[config.mk]
export PLATFORM = sky130hd
export DESIGN_NAME = fifo_rd_ctrl
export DESIGN_NICKNAME = d
export VERILOG_FILES = /design/src/rtl/fifo_pkg.sv /design/src/rtl/gray2bin.sv /design/src/rtl/fifo_rd_ctrl.sv
export SDC_FILE = /design/constraint.sdc
export NUM_CORES = 1
export LEC_CHECK = 0
export BUFFER_PORTS_ARGS = -buffer_cell sky130_fd_sc_hd__buf_4
export CAP_MARGIN = 20
export CORE_MARGIN = 4
export CORE_UTILIZATION = 50
export DETAILED_ROUTE_END_ITERATION = 10
export PLACE_DENSITY = 0.74
export SLEW_MARGIN = 15
export SYNTH_ARGS = -nofsm -noshare
export SYNTH_HDL_FRONTEND = slang
export SYNTH_SLANG_ARGS = --single-unit
export TNS_END_PERCENT = 10
[constraint.sdc]
create_clock -name rclk -period 3.9 [get_ports rclk]
set_input_delay 0.585 -clock rclk [delete_from_list [all_inputs] [get_ports rclk]]
set_output_delay 0.585 -clock rclk [all_outputs]
set_load 0.02 [all_outputs]
[src/rtl/fifo_pkg.sv]
// fifo_pkg: pointer-width helper and Gray/binary conversions shared by the
// read-side and write-side FIFO control blocks.
package fifo_pkg;

  // Pointer width is one bit wider than the address so laps can be told apart.
  function automatic int ptr_width(input int asize);
    return asize + 1;
  endfunction

  // Binary to Gray; zero-extended inputs stay valid for any narrower width.
  function automatic logic [31:0] bin2gray(input logic [31:0] b);
    return b ^ (b >> 1);
  endfunction

  // Gray to binary by prefix XOR from the MSB down; upper zero bits are harmless.
  function automatic logic [31:0] gray2bin(input logic [31:0] g);
    logic [31:0] b;
    b[31] = g[31];
    for (int i = 30; i >= 0; i--) begin
      b[i] = b[i+1] ^ g[i];
    end
    return b;
  endfunction

endpackage

[src/rtl/gray2bin.sv]
// gray2bin: combinational Gray-to-binary converter for the synchronized write pointer.
module gray2bin
  import fifo_pkg::*;
#(
  parameter int W = 5
) (
  input  logic [W-1:0] gray_i,
  output logic [W-1:0] bin_o
);

  logic [31:0] bin_full;

  // Convert at full width, then keep the pointer-width slice.
  always_comb begin
    bin_full = fifo_pkg::gray2bin(32'(gray_i));
    bin_o    = bin_full[W-1:0];
  end

endmodule

[src/rtl/fifo_rd_ctrl.sv]
// fifo_rd_ctrl: read-domain control of an async FIFO. Keeps the binary/Gray
// read pointer, and registers empty, almost-empty, occupancy and underflow.
// Optional macro FIFO_RD_UNDERFLOW_EN enables the sticky underflow flag;
// without it runderflow is a constant 0.
module fifo_rd_ctrl
  import fifo_pkg::*;
#(
  parameter int ASIZE     = 4,
  parameter int AE_THRESH = 2
) (
  input  logic             rclk,
  input  logic             rrst,
  input  logic             rinc,
  input  logic [ASIZE:0]   rq2_wptr,
  output logic [ASIZE:0]   rptr,
  output logic [ASIZE-1:0] raddr,
  output logic             rempty,
  output logic             ralmost_empty,
  output logic [ASIZE:0]   rlevel,
  output logic             runderflow
);

  localparam int PW = ptr_width(ASIZE);

  logic [PW-1:0] rbin_q, rbin_d;
  logic [PW-1:0] rptr_q, rgray_d;
  logic [PW-1:0] rlevel_q, level_d;
  logic [PW-1:0] wbin;
  logic [31:0]   gray_full;
  logic          rempty_q, rae_q;
  logic          rd_accept;

  gray2bin #(.W(PW)) u_wptr_g2b (
    .gray_i (rq2_wptr),
    .bin_o  (wbin)
  );

  // Next pointer, Gray pointer, and occupancy seen after this edge's read.
  always_comb begin
    rd_accept = rinc & ~rempty_q;
    rbin_d    = rbin_q + PW'(rd_accept);
    gray_full = bin2gray(32'(rbin_d));
    rgray_d   = gray_full[PW-1:0];
    level_d   = wbin - rbin_d;
  end

  // Pointer and flag registers, all loaded on the same edge.
  always_ff @(posedge rclk) begin
    if (rrst) begin
      rbin_q   <= '0;
      rptr_q   <= '0;
      rempty_q <= 1'b1;
      rae_q    <= 1'b1;
      rlevel_q <= '0;
    end else begin
      rbin_q   <= rbin_d;
      rptr_q   <= rgray_d;
      rempty_q <= (rgray_d == rq2_wptr);
      rae_q    <= (32'(level_d) <= AE_THRESH);
      rlevel_q <= level_d;
    end
  end

`ifdef FIFO_RD_UNDERFLOW_EN
  logic runderflow_q;

  // Sticky: any read request against an empty FIFO latches until reset.
  always_ff @(posedge rclk) begin
    if (rrst) begin
      runderflow_q <= 1'b0;
    end else if (rinc && rempty_q) begin
      runderflow_q <= 1'b1;
    end
  end

  assign runderflow = runderflow_q;
`else
  assign runderflow = 1'b0;
`endif

  assign rptr          = rptr_q;
  assign raddr         = rbin_q[ASIZE-1:0];
  assign rempty        = rempty_q;
  assign ralmost_empty = rae_q;
  assign rlevel        = rlevel_q;

endmodule

==> impl_metrics.yaml <==
pwr:
  p_sw_mw: 0.1348
  swShare: 0.3062
  leakagePower_nw: 0.5149
  pwr-share-seq: 0.423
  p_int_mw: 0.3055
  p_per_area_mw_per_mm2: 392.3
  pwr-share-comb: 0.327
  ir_worst_vdd_v: 0.0002214
  clkPwrFrac: 0.250
placement:
  gp_congestion: 0.7768
  dpl.cell_count: 133
  io_buffers: 23
  dp_hpwl_mm: 1.427
critical_path:
  critical_path_class: "input port to register"
  slowest_stage: "xor3_2"
  max_stage_delay_ns: 0.46
  arrival_ns: 3.34
  required_ns: 4.09
  rr_startpoint: "rempty$_SDFF_PP1_"
  worst_path_most_repeated_cell: "xor2_1"
  critPathMaxFanout: 3
  cpLargestDelayFamily: "XOR/XNOR gates"
  startpoint: "rq2_wptr[4]"
  cp-start-kind: "input port"
  worstPathCellList: "buf_4 -> xor3_2 -> xor2_1 -> xnor2_1 -> ha_1 -> inv_1 -> fa_1 -> and2_0 -> a221o_1 -> xor2_1 -> a2111oi_2"
  path_buf_inv: 2
  crit_path_end_kind: "register"
grt:
  overflow: 0
  grt_antenna_before_repair: 0
  grt_pass1_vias: 634
  grt_use_total: 0.1509
  grt_pass1_wl_mm: 2.808
  grt_max_degree: 16
timing:
  setup_tns_ns: 0
  finClkSkew_ns: 0.001973
  period_share: 0.8081
  finalSetupViolations: 0
  fmax_mhz: 317.3
  slew_viol_final: 0
  post-route-min-period_ns: 3.152
  rsz0062_at_grt: "false"
  finalHoldViolations: 0
run:
  maxCapViolations: 0
route:
  dr_wl_met3_um: 52
  ant_nets: 0
  dr.max_layer_used: "met4"
  firstDrtPassIters: 4
  drc: 0
  wl_met1_um: 797
  wl_met2_um: 845
  viasPerCell: 4.825
  drt_iter0_drc: 9
  vias: 661
  routed_wl_mm: 1.751
  wire_per_inst_um: 12.78
finish:
  drive_gt1_frac: 0.2768
  ff_latch_area_sq_um: 320.3
  diodes: 0
  fill_cells: 151
  multi_input_area_sq_um: 546.8
  instances_no_fill: 137
  syn_to_final_growth_pct: 23.38
  nNetsFinal: 128
  final_common_cell: "buf_4"
  mostFrequentLayoutCells: "buf_4 (23), dfxtp_1 (16), xor2_1 (10), nor2_1 (10), xnor2_1 (8)"
cts:
  post-cts-setup-buffer-count: 0
  numCtsBuffers: 3
  insertion_delay_ns: 0.29
  path_clk_slew_ns: 0.10
  htree_levels: 1
  cts-hold-fix-buffers: 0
  cts_tree: "built"
  cts_sinks: 16
  cts-root-buf: "clkbuf_4"
  clk_path_buf_depth: 2
  cts_resized: 0
synthesis:
  synthSimpleGateAreaFrac: 0.1568
  ys_warn_count: 0
  ys_ff_latch: 16
  synth_compound_area_frac: 0.08116
  synthCells: 89
  synth_seq_area_share: 0.3521
  synth_cell_types: 34
  synth_nets: 104
  syn_area_per_cell_sq_um: 10.22
  muxShareOfSynthArea: 0.01100
  synth_top_family_by_area: "XOR/XNOR gates"
  syn_area_sq_um: 909.6
  synthAdderAreaFrac: 0.1045
  synth_xor_area_frac: 0.2435
floorplan:
  rows: 15
  pin_count: 25
  die-height_um: 50.65
  die_area_sq_mm: 0.002565
  die_w_um: 50.65
  start_util: 0.5268
  coreArea_sq_mm: 0.001727
run_status:
  outcome: "finished, final reports clean"
worst_hold_path:
  hold_path_class: "input port to register"
  hold_start: "rrst"
[layer usage]
| layer | up-vias | global-route usage |
|---|---|---|
| met1 | 303 | 0.1861 |
| li1 | 338 | - |
| met4 | 0 | 0.09417 |
| met3 | 6 | 0.02077 |
| met5 | - | 0 |
| met2 | 14 | 0.2457 |
[sequential cells by signal, indices dropped and copies added, names as in the netlist]
name and flops:
rlevel 5, ralmost_empty 1, rempty 1, rbin_q 5, rptr 4
[synthesized netlist by cell type]
master	n	area, sq um
mux2i_1	1	10.01
nand2_1	1	3.750
inv_1	4	15.01
or2_2	1	6.260
o211ai_1	1	7.510
ha_1	6	75.07
nand4b_1	1	8.760
and2_0	2	12.51
dfxtp_1	16	320.3
nor2_1	10	37.54
buf_4	1	7.510
nor3_1	1	5.000
xnor3_1	1	22.52
buf_6	1	11.26
nand3b_1	1	7.510
xnor2_1	8	70.07
nor2b_1	5	31.28
o2bb2ai_1	1	8.760
a221o_1	1	10.01
xnor2_2	1	16.27
xor3_2	1	25.02
o211a_1	1	10.01
a21boi_0	1	7.510
clkbuf_1	1	3.750
and2_1	2	12.51
fa_1	1	20.02
a41o_1	1	10.01
clkbuf_2	1	5.000
a2111oi_2	1	15.01
o21ai_0	1	5.000
conb_1	1	3.750
xor2_1	10	87.58
nand3_1	2	10.01
nor3b_1	1	7.510
[final cells by class]
cell class | instances | share of cell area
Inverter | 4 | 0.01338
Clock buffer | 4 | 0.03233
Multi-Input combinational cell | 65 | 0.4872
Timing Repair Buffer | 23 | 0.1538
Sequential cell | 16 | 0.2854
Tap cell | 25 | 0.02787
[power groups by stage]
| stage | clock, mW | combinational [mW] | sequential (mW) |
|---|---|---|---|
| final | 0.110 | 0.144 | 0.186 |
| after CTS | 0.112 | 0.145 | 0.186 |
| after detailed placement | 0 | 0.144 | 0.190 |
| after floorplan | 0 | 0.0718 | 0.212 |
| after global placement | 0 | 0.140 | 0.190 |
| after global routing | 0.122 | 0.157 | 0.189 |
[stage by stage]
stage	hold WS, ns	setup slack, ns	cell area, sq um	utilization	total power [mW]
2_1_floorplan	0.6566	0.7650	909.6	-	0.2835
3_3_place_gp	0.5945	0.5802	1086	0.6290	0.3298
3_5_place_dp	0.6002	0.4406	1086	0.6290	0.3343
4_1_cts	0.5780	0.7320	1122	0.6500	0.4433
5_1_grt	0.5745	0.6326	1122	0.6500	0.4678
6_report	0.5824	0.7483	1122	0.6500	0.4403
[path summary, 6_finish.rpt]
| kind | end | slack (ns) | cells after the start |
|---|---|---|---|
| worst max-delay path | ralmost_empty$_SDFF_PP1_ | 0.75 | 11 |
| worst min-delay path | rlevel[1]$_SDFF_PP0_ | 0.58 | 2 |
| worst max register to register | ralmost_empty$_SDFF_PP1_ | 1.04 | 9 |
| worst min register to register | rbin_q[4]$_SDFF_PP0_ | 0.63 | 2 |
[logic make-up after synthesis]
group,Yosys count
and+or+nand+nor,27
muxes,1
AOI/OAI and AO/OA,8
other,1
xor gates and xnor gates,21
buffers and inverters,8
DFF,16
adders and majority gates,7
Note: power is estimated with default switching activity, not from simulation.
